==> src/rtl/nextpc_btb_unit.sv <==
// rtl/nextpc_btb_unit.sv - next-fetch-PC selection with a direct-mapped branch target buffer
module nextpc_btb_unit #(
   parameter int PC_W      = 16,
   parameter int BTB_DEPTH = 16
) (
   input  logic            clk,
   input  logic            rst,
   input  logic            stall,
   input  logic [PC_W-1:0] if_pc,
   input  logic            ex_valid,
   input  logic [PC_W-1:0] ex_pc,
   input  logic [1:0]      ex_type,
   input  logic            ex_taken,
   input  logic [PC_W-1:0] ex_target,
   input  logic            ex_pred_taken,
   input  logic [PC_W-1:0] ex_pred_target,
   output logic [PC_W-1:0] nextpc,
   output logic            pred_taken,
   output logic [PC_W-1:0] pred_target,
   output logic            mispredict
);

   localparam int IDX_W = $clog2(BTB_DEPTH);
   localparam int TAG_W = PC_W - IDX_W - 2;

   localparam logic [1:0] T_OTHER  = 2'd0;
   localparam logic [1:0] T_JALR   = 2'd1;
   localparam logic [1:0] T_BRANCH = 2'd2;
   localparam logic [1:0] T_JAL    = 2'd3;

   logic [BTB_DEPTH-1:0] valid_q;
   logic [1:0]           ctr_q    [BTB_DEPTH];
   logic [TAG_W-1:0]     tag_q    [BTB_DEPTH];
   logic [PC_W-1:0]      target_q [BTB_DEPTH];
   logic [1:0]           type_q   [BTB_DEPTH];

   logic [IDX_W-1:0] if_idx;
   logic [TAG_W-1:0] if_tag;
   logic [PC_W-1:0]  if_pc_inc;
   logic             lk_hit;
   logic             lk_uncond;

   logic [IDX_W-1:0] ex_idx;
   logic [TAG_W-1:0] ex_tag;
   logic [PC_W-1:0]  ex_pc_inc;
   logic [PC_W-1:0]  redirect_pc;
   logic             ex_hit;
   logic             upd_en;
   logic             upd_hit;
   logic             upd_alloc;
   logic [1:0]       ctr_d;

   // Lookup side: purely combinational read of the pre-update array contents.
   assign if_idx    = if_pc[IDX_W+1:2];
   assign if_tag    = if_pc[PC_W-1:IDX_W+2];
   assign if_pc_inc = if_pc + PC_W'(4);

   assign lk_hit     = ~rst & valid_q[if_idx] & (tag_q[if_idx] == if_tag);
   assign lk_uncond  = (type_q[if_idx] == T_JAL) | (type_q[if_idx] == T_JALR);
   assign pred_taken  = lk_hit & (lk_uncond | ctr_q[if_idx][1]);
   assign pred_target = lk_hit ? target_q[if_idx] : if_pc_inc;

   // Resolve side.
   assign ex_idx      = ex_pc[IDX_W+1:2];
   assign ex_tag      = ex_pc[PC_W-1:IDX_W+2];
   assign ex_pc_inc   = ex_pc + PC_W'(4);
   assign redirect_pc = ex_taken ? ex_target : ex_pc_inc;

   assign mispredict = ex_valid & ~rst &
                       ((ex_pred_taken != ex_taken) |
                        (ex_taken & (ex_pred_target != ex_target)));

   always_comb begin
      nextpc = if_pc_inc;
      if (mispredict) begin
         nextpc = redirect_pc;
      end else if (stall) begin
         nextpc = if_pc;
      end else if (pred_taken) begin
         nextpc = pred_target;
      end
   end

   assign ex_hit    = valid_q[ex_idx] & (tag_q[ex_idx] == ex_tag);
   assign upd_en    = ex_valid & (ex_type != T_OTHER);
   assign upd_hit   = upd_en & ex_hit;
   assign upd_alloc = upd_en & ~ex_hit & ex_taken;

   always_comb begin
      ctr_d = ctr_q[ex_idx];
      if (upd_alloc) begin
         ctr_d = 2'b10;
      end else if (upd_hit && (ex_type == T_BRANCH)) begin
         if (ex_taken && (ctr_q[ex_idx] != 2'b11)) begin
            ctr_d = ctr_q[ex_idx] + 2'd1;
         end else if (!ex_taken && (ctr_q[ex_idx] != 2'b00)) begin
            ctr_d = ctr_q[ex_idx] - 2'd1;
         end
      end
   end

   // Only valid and ctr need a defined reset value; tag/target/type are
   // qualified by valid, so they simply hold while reset is asserted.
   always_ff @(posedge clk or posedge rst) begin
      if (rst) begin
         valid_q <= '0;
         for (int i = 0; i < BTB_DEPTH; i++) begin
            ctr_q[i] <= 2'b01;
         end
      end else begin
         if (upd_alloc) begin
            valid_q[ex_idx]  <= 1'b1;
            tag_q[ex_idx]    <= ex_tag;
            target_q[ex_idx] <= ex_target;
            type_q[ex_idx]   <= ex_type;
         end
         if (upd_hit) begin
            type_q[ex_idx] <= ex_type;
            if (ex_taken) begin
               target_q[ex_idx] <= ex_target;
            end
         end
         if (upd_hit || upd_alloc) begin
            ctr_q[ex_idx] <= ctr_d;
         end
      end
   end

endmodule

==> config.mk <==
export PLATFORM = sky130hd
export DESIGN_NAME = nextpc_btb_unit
export DESIGN_NICKNAME = d
export VERILOG_FILES = /design/src/rtl/nextpc_btb_unit.sv
export SDC_FILE = /design/constraint.sdc
export NUM_CORES = 1
export LEC_CHECK = 0
export ABC_AREA = 1
export BUFFER_PORTS_ARGS = -buffer_cell sky130_fd_sc_hd__buf_4
export CELL_PAD_IN_SITES_DETAIL_PLACEMENT = 0
export CELL_PAD_IN_SITES_GLOBAL_PLACEMENT = 1
export CORE_MARGIN = 5
export CORE_UTILIZATION = 44
export DETAILED_ROUTE_END_ITERATION = 7
export PLACE_DENSITY_LB_ADDON = 0.1
export SLEW_MARGIN = 15
export SYNTH_ARGS = -nofsm -noshare
export SYNTH_HDL_FRONTEND = slang
export SYNTH_SLANG_ARGS = --single-unit
==> constraint.sdc <==
create_clock -name clk -period 2.8 [get_ports clk]
set_clock_uncertainty 0.1 [all_clocks]
set_input_delay 0.14 -clock clk [delete_from_list [all_inputs] [get_ports clk]]
set_output_delay 0.14 -clock clk [all_outputs]
set_load 0.05 [all_outputs]
Yosys cells after proc, flatten, opt, wreduce, memory -nomap -nowiden

Memory sizes are Yosys's and may differ from the RTL's.
Cells that the tools add are included.

Bits in registers: 48
RAM bits: 448
Bits of input ports: 72
Output and inout port bits: 34
Word-level logic and storage cells: 105
Memories kept: 3

$add $sub $neg: 4
Order comparisons: 6
Equality and inequality tests: 8
Multiplexer cells: 33
Bitwise gates (word level): 21
Reduce and logical (&&, ||, !) cells: 13

Memory list:

| name     | depth | width | rd ports | clocked after memory_dff | write ports | RTL line | RTL |
|---|---|---|---|---|---|---|---|
| target_q | 16    | 16    | 1        | 0                        | 1           | 34       | `logic [PC_W-1:0] target_q [BTB_DEPTH];` |
| tag_q    | 16    | 10    | 2        | 0                        | 1           | 33       | `logic [TAG_W-1:0] tag_q [BTB_DEPTH];` |
| type_q   | 16    | 2     | 1        | 0                        | 1           | 35       | `logic [1:0] type_q [BTB_DEPTH];` |

Operators by type and width:

| cell                  | number |
|---|---|
| $mux 16               | 6 |
| $add 16x3->16 const B | 2 |
| $bwmux 32             | 1 |
| $eq 10x10->1          | 2 |
| $mux 2                | 10 |
| $bmux 2 s4            | 2 |
| $ne 16x16->1          | 1 |
| $or 16x16->16         | 1 |
| $and 1x1->1           | 11 |
| $ge 5x5->1 const B    | 2 |
| $lt 4x5->1 const B    | 2 |
| $mux 1                | 10 |
| $not 4->5             | 2 |
| $bmux 1 s4            | 2 |
| $demux 2 s4           | 1 |
| $logic_and 1x1->1     | 8 |
| $lt 5x1->1 const B    | 1 |
| $or 1x1->1            | 5 |
| $demux 1 s4           | 1 |
| $eq 2x2->1 const B    | 2 |
| $ge 4x1->1 const B    | 1 |
| $reduce_bool 2->1     | 2 |
| $add 2x1->2 const B   | 1 |
| $eq 2x1->1 const B    | 1 |
| other kinds (6)       | 8 |

Longest topological paths before layout

Gate-level depths: netlist (run 1).

Depth in word-level cells: 11
Mapped depth: 22
Depth with buffers taken out: 19

Worst setup path before layout (run 1)

No wires, ideal clock.

Path type: input port to output port
From: input rst
To: output nextpc[11]
Data arrival time: 3486 ps
Required time: 2560 ps
Path slack: -926 ps
Stages: 8
Path buffers: 2
Cell sequence: clkbuf_1 -> inv_1 -> o211a_1 -> nand2_1 -> clkinv_1 -> clkbuf_1 -> a21oi_1 -> a21oi_1

Elaborated cells between the ends (all ways): 10
Classes of those cells: mux (4); bitwise (6)

RTL lines:

| item                      | RTL line | RTL |
|---|---|---|
| start: declaration        | 7        | `input logic rst,` |
| $not 1->1                 | 69       | `assign mispredict = ex_valid & ~rst &` |
| $and 1x1->1 (2 in series) | 69       |  |
| net mispredict            | 20       | `output logic mispredict` |
| $mux 16                   | 75       | `if (mispredict) begin` |
| end: declaration          | 17       | `output logic [PC_W-1:0] nextpc,` |

The timed path passes the listed nets, and every way through them passes these cells.

==> results of run 1 <==
## what timing repair did
item	in CTS	in global routing
pin swaps	5	33
hold buffers	29	1
endpoints found under the hold margin	480	6
buffers inserted	3	4
cloned	1	3
gates resized for setup	84	109
endpoints found under the setup margin	33	198
## kinds of logic after synthesis
| family | share of synthesized area (%) |
|---|---|
| muxes | 0.0417 |
| buffers and inverters | 7.25 |
| and+or+nand+nor | 19.9 |
| DFF | 59.2 |
| xor gates and xnor gates | 1.02 |
| AOI/OAI and AO/OA | 12.3 |
| adders and majority gates | 0.365 |
## sequential cells by signal (all words and copies together), names as in the netlist
signal / flops
target_q: 256
tag_q: 160
ctr_q: 32
type_q: 16
valid_q: 16
## worst max-delay path, stage by stage, from the launching register on
cell and delay [ns]:
edfxtp_1 0.36, inv_1 0.08, nand2_1 0.05, nand3_1 0.14, o21ai_0 0.11, nand2_1 0.08, nand2_2 0.06, inv_2 0.07
nand2_2 0.06, nand2_2 0.06, nand2_1 0.05, nor2_1 0.09, nand2_1 0.09, nor2_4 0.19, nand3_4 0.17, buf_8 0.19
nand2_2 0.06, nand3_2 0.09, a21oi_4 0.19, buf_6 0.17
## cells in the final DEF (no fill, tap or decap), types with 11 or more instances in the layout
cell type and n:
a21oi_1 67, a21oi_4 18, buf_12 56, buf_4 286, buf_6 25, buf_8 11, clkbuf_1 14, clkbuf_16 56
clkinv_1 13, clkinv_2 12, dfrtp_1 32, dfstp_2 16, dlygate4sd3_1 30, edfxtp_1 432, inv_1 225, inv_2 28
nand2_1 600, nand2_2 40, nand3_1 151, nand4_1 24, nor2_1 293, nor2_2 41, o211ai_1 49, o21ai_0 250
o21ai_1 17, o221ai_1 17, o22ai_1 50, xor2_1 21
## power by group through the flow
| stage | combinational (mW) | sequential (mW) | clock, mW |
|---|---|---|---|
| 5_1_grt | 2.57 | 8.00 | 6.98 |
| 2_1_floorplan | 1.18 | 8.12 | 0 |
| 3_3_place_gp | 2.19 | 8.13 | 0 |
| 3_5_place_dp | 2.21 | 8.14 | 0 |
| 4_1_cts | 2.32 | 7.99 | 6.69 |
| 6_report | 2.39 | 7.99 | 6.59 |
## worst paths after layout
kind                       cells after the start    startpoint       endpoint
max                                           19  tag_q[12][1]      nextpc[4]
min                                            8    ex_type[1]      ctr_q[28]
max reg2reg                                   15  tag_q[10][8]  type_q[10][0]
min reg2reg                                    2     ctr_q[14]      ctr_q[14]
max in group asynchronous                      5           rst      ctr_q[14]
min in group asynchronous                      5           rst     valid_q[9]
## metal layers
metal  track usage, %  vias up
met2             42.2      923
met4             7.63        0
met1             40.7     9867
met3             5.13      141
li1                 -     9549
met5                0        -
## area by class of cell
| type | count | area [sq um] |
|---|---|---|
| Clock buffer | 67 | 1380 |
| Clock inverter | 30 | 254 |
| Fill cell | 4775 | 23500 |
| Inverter | 261 | 993 |
| Multi-Input combinational cell | 1734 | 8630 |
| Sequential cell | 480 | 14200 |
| Tap cell | 696 | 871 |
| Timing Repair Buffer | 412 | 4100 |
| Timing Repair inverter | 1 | 7.51 |
==> results.ini, run 1 <==
[status]
violations = negative setup slack
outcome = complete, but fails checks

[routing]
top_layer = met4
drtAntennaViolNets = 0
routedWlPerCell_um = 22.9
drc = 0
drt-met1-wl_um = 37400
via_count = 20480
finalWirelength_um = 84200
viasPerCell = 5.56
drtIter0Drc = 2153
dr_wl_met3_um = 7300
drt-pass1-iter-count = 8
wl_met2_um = 37100

[critical_path]
regToRegSetupSlack_ns = 0.13
worst-setup-path-type = reg2out
required_ns = 2.56
critPathCaptureType = output pin
critPathMaxFanout = 7
cp.arrival_ns = 3.00
worst_setup_path_start_kind = register

[yosys]
ys.flop_type = edfxtp_1
yosys-top-cells-count = 642 x nand2_1, 432 x edfxtp_1, 338 x nor2_1
netlist_area_sq_um = 24000
ys_seq_area_share_pct = 59.2
yosysTopAreaCell = edfxtp_1
async_flop_share_pct = 10.0
synth_area_per_cell_sq_um = 9.15
synthCells = 2623
yosys_warnings = 0
synthesis.nets = 2702
yosys-top-cells-area = edfxtp_1 54%, nand2_1 10%, o21ai_0 5.5%
synth_most_common_cell = nand2_1
synth.top_cell.area_share_pct = 54.1
synthDistinctLibCells = 44
ys_ff_latch = 480
synth-edff-count = 432

[clocking]
cts_htree_levels = 2
cts_sinks = 480
cts_tree = yes
cts_made_buffers = 53
clk_path_buf_depth = 3
clkTransAtPathRegs_ns = 0.06
worstSkewPairLatency_ns = 0.63
root_buffer = clkbuf_16

[global_routing]
grt_overflow = 0
grtUsageTotal_pct = 27.6
grt_pass1_wl_um = 124000
antenna_found_initial = 3
grt_max_degree = 58
grt_pass1_vias = 19658

[timing]
period_needed_ns = 3.24
tns_ns = -10.83
slew_headroom_pct = 31.0
fin_crit_sh_pct = 116
setup_viol_count_final = 33
grt_setup_unrepaired = yes
hold_viol_final = 0
timing.hold.ws_ns = 0.0966
clock.fmax_mhz = 308
worst_slack_ns = -0.444
slew_violations = 0
timing_worst_slew_pin_value_ns = 1.03

[power_and_ir_drop]
powerDensity_nw_per_um2 = 558
leakagePower_nw = 12.2
ir_drop_mv = 0.436
power_switching_mw = 4.50
seq_power_share_pct = 47.1
total_power_mw = 17.0
power_frac_clock_pct = 38.8
p_int_mw = 12.5
pwr-share-comb_pct = 14.1
p_sw_share_pct = 26.5

[floorplan]
io_pins = 106
die_h_um = 244
start_util_pct = 44.5
core_sq_um = 53900
fp-row-count = 85
fp.dieArea_sq_um = 59300
die_w_um = 244

[final_layout]
syn_to_final_growth_pct = 26.8
design_area_sq_um = 30400
insertedDiodeCount = 0
finish.utilization_pct = 56.4
final_cells = 3681
final_nets = 3022
drive_above_1_share_pct = 21.7

[placed_design]
placed_cell_area_sq_um = 27800
hpwl_um = 56200
pre_cts_ws_ns = -0.144
dp_cells = 3549
portBuffers = 105
globalplace.congestion = 0.920

[run]
cap_violations = 0

[min_path]
hp-class = in2reg

(Power assumes the default switching activity.)
==> inputs of run 2 (changes only) <==
CELL_PAD_IN_SITES_DETAIL_PLACEMENT = 1   (was 0)
CTS_CLUSTER_SIZE = 30   (was unset)
==> run 2 against run 1 <==
  * Die area unchanged
  * Highest routed layer unchanged
  * Power rose by 2.3%
  * Combinational power grew 9.2%
  * Worst hold slack better by 0.065 ns
  * Via count up 6.0%
  * Clock-buffer cell count decreased by 2
  * Sequential power about the same
  * The run still ends with negative setup slack left
  * Setup slack lost 0.089 ns
  * Non-clock buffer count grew 24
  * Critical path type unchanged
  * Register-to-register slack got worse by 0.18 ns
==> results.ini, run 2 (synthesized netlist as in run 1, its figures left out) <==
[status]
outcome = complete, but fails checks
violations = negative setup slack

[floorplan]
start_util_pct = 44.5  ; unchanged
core_sq_um = 53900  ; unchanged
die_h_um = 244  ; unchanged
fp-row-count = 85  ; unchanged
die_w_um = 244  ; unchanged
fp.dieArea_sq_um = 59300  ; unchanged
io_pins = 106  ; unchanged

[clocking]
cts_tree = yes
worstSkewPairLatency_ns = 0.62  ; about the same
root_buffer = clkbuf_16
clkTransAtPathRegs_ns = 0.06  ; about the same
clk_path_buf_depth = 3  ; unchanged
cts_sinks = 480  ; unchanged
cts_htree_levels = 2  ; unchanged
cts_made_buffers = 53  ; unchanged

[power_and_ir_drop]
p_sw_share_pct = 27.3  ; +0.86 points
pwr-share-comb_pct = 15.0  ; +0.9 points
seq_power_share_pct = 46.1  ; -1.0 points
power_frac_clock_pct = 38.9  ; about the same
leakagePower_nw = 12.5  ; +2.1%
power_switching_mw = 4.75  ; +5.6%
ir_drop_mv = 0.448  ; +2.7%
p_int_mw = 12.6  ; +1.1%
total_power_mw = 17.4  ; +2.3%
powerDensity_nw_per_um2 = 557  ; -0.17%

[critical_path]
worstPathCellList = inv_2 -> nand2_1 -> o211ai_1 -> nand2_1 -> nand2_1 -> nand2_2 -> inv_2 -> nand2_1 -> nand2_2 -> nand2_2 -> nor2_2 -> nand2_2 -> nor2_4 -> nand3_4 -> buf_8 -> a21oi_4 -> nand2_2 -> a21oi_4 -> buf_8
required_ns = 2.56  ; about the same
worst_setup_path_start_kind = register
cp.arrival_ns = 3.09  ; +0.09 ns
cpMostUsedCell = nand2_2
critPathCaptureType = output pin
worst-setup-path-type = reg2out
critPathMaxFanout = 7  ; unchanged
critPathSlowestCell = edfxtp_1
slowest_delay_ns = 0.38  ; +0.02 ns

[routing]
via_count = 21717  ; +6.0%
routedWlPerCell_um = 25.7  ; +12%
drt-pass1-iter-count = 5  ; -3
finalWirelength_um = 95300  ; +13%
viasPerCell = 5.86  ; +5.4%
drtIter0Drc = 1886  ; -12%
drc = 0  ; unchanged
drtAntennaViolNets = 0  ; unchanged

[timing]
worst_slack_ns = -0.533  ; -0.0891 ns
hold_viol_final = 0  ; unchanged
slew_violations = 0  ; unchanged
slew_headroom_pct = 19.2  ; -12 points
period_needed_ns = 3.33  ; +0.0891 ns
clock.fmax_mhz = 300  ; -2.7%
fin_crit_sh_pct = 119  ; +3.2 points
grt_setup_unrepaired = yes
timing_worst_slew_pin_value_ns = 1.21  ; +0.176 ns
timing.hold.ws_ns = 0.161  ; +0.0648 ns
setup_viol_count_final = 36  ; +9.1%

[global_routing]
grt_max_degree = 58  ; unchanged
grt_overflow = 0  ; unchanged
grt_pass1_wl_um = 140000  ; +13%
grtUsageTotal_pct = 30.9  ; +3.3 points
antenna_found_initial = 3  ; unchanged
grt_pass1_vias = 22416  ; +14%

[final_layout]
multiInputGateArea_sq_um = 9060  ; +5.0%
final_nets = 3045  ; +0.76%
final_common_cell = nand2_1
design_area_sq_um = 31200  ; +2.5%
final_cells = 3704  ; +0.62%
insertedDiodeCount = 0  ; unchanged
final_cell_mix = 550 x nand2_1, 432 x edfxtp_1, 290 x buf_4
reg_top3 = target_q: 256 flops, tag_q: 160 flops, ctr_q: 32 flops
largest_register_ffs = 256  ; unchanged
drive_above_1_share_pct = 25.6  ; +3.9 points
syn_to_final_growth_pct = 30.0
regArea_sq_um = 14200  ; unchanged
fillCellCount = 5967  ; +25%
top_register = target_q

[placed_design]
globalplace.congestion = 0.920  ; unchanged
pre_cts_ws_ns = -0.158  ; -0.0140 ns
dp_cells = 3549  ; unchanged
portBuffers = 105  ; unchanged
placed_cell_area_sq_um = 27800  ; unchanged
hpwl_um = 62500  ; +11%

[run]
cap_violations = 0  ; unchanged

[min_path]
hp-class = in2reg

[run 2: cell count changes in the layout (fill, tap and decap cells not counted), moves of 5 or more]
cell     delta
nor2_4     +16
nand2_4    +11
nand3_2     +8
nand2_1    -50
inv_2      +13
nand3_1    -10
buf_6      +12
nor2_1     -21
inv_1      -16
nor2_2      +5
nand2_2    +39
buf_8       +5
[run 2: power groups by stage]
stage | Clock, mW | Combinational [mW] | Sequential (mW)
2_1_floorplan | 0 | 1.18 | 8.12
6_report | 6.76 | 2.61 | 8.00
5_1_grt | 7.16 | 2.76 | 8.01
3_3_place_gp | 0 | 2.19 | 8.13
3_5_place_dp | 0 | 2.26 | 8.14
4_1_cts | 6.81 | 2.44 | 7.99
[run 2: layer usage]
metal | vias up | routed length [um] | GRT usage [%]
met1 | 10965 | 40400 | 43.8
met3 | 199 | 7280 | 4.09
li1 | 9581 | - | -
met4 | 0 | 3030 | 8.91
met2 | 972 | 44600 | 50.4
met5 | - | 0 | 0
[run 2: critical path: cells and delay by family (launching register included)]
kind	cells	cell delay, ns
AO/OA/AOI/OAI	3	0.42
buffers and inverters	4	0.52
flip-flops	1	0.38
AND/OR/NAND/NOR	12	1.15
[run 2: worst paths after layout]
path / start / to / slack, ns / cells after the start
max in group asynchronous: rst / ctr_q[30] / 1.29 / 5
worst min register to register: ctr_q[14] / ctr_q[14] / 0.37 / 2
worst max-delay path: tag_q[11][9] / nextpc[6] / -0.53 / 19
worst min-delay path: ex_type[1] / ctr_q[28] / 0.16 / 7
min in group asynchronous: rst / valid_q[11] / 0.86 / 5
worst max register to register: tag_q[10][5] / type_q[6][0] / -0.05 / 19
[run 2: final cells by class]
class,instances,area share (%)
sequential,480,45.5
clock inverter,32,0.907
timing repair buffer,436,14.1
clock buffer,65,4.40
tap,696,2.79
inverter,261,3.21
multi-input combinational,1734,29.0
[run 2: timing repair]
item                       CTS  global route
cloned                       1             3
hold endpoints to repair   480             0
hold buffers                30             0
setup endpoints to repair   33           256
pin swaps                   50            79
buffers inserted            14            19
resized for setup          198           163
[run 2: per-stage QoR]
stage	utilization (%)	TNS, ns
6_report	57.8	-12.83
5_1_grt	57.8	-21.56
4_1_cts	56.7	-20.21
3_5_place_dp	51.5	-21.21
3_3_place_gp	51.5	-8.73
2_1_floorplan	-	0
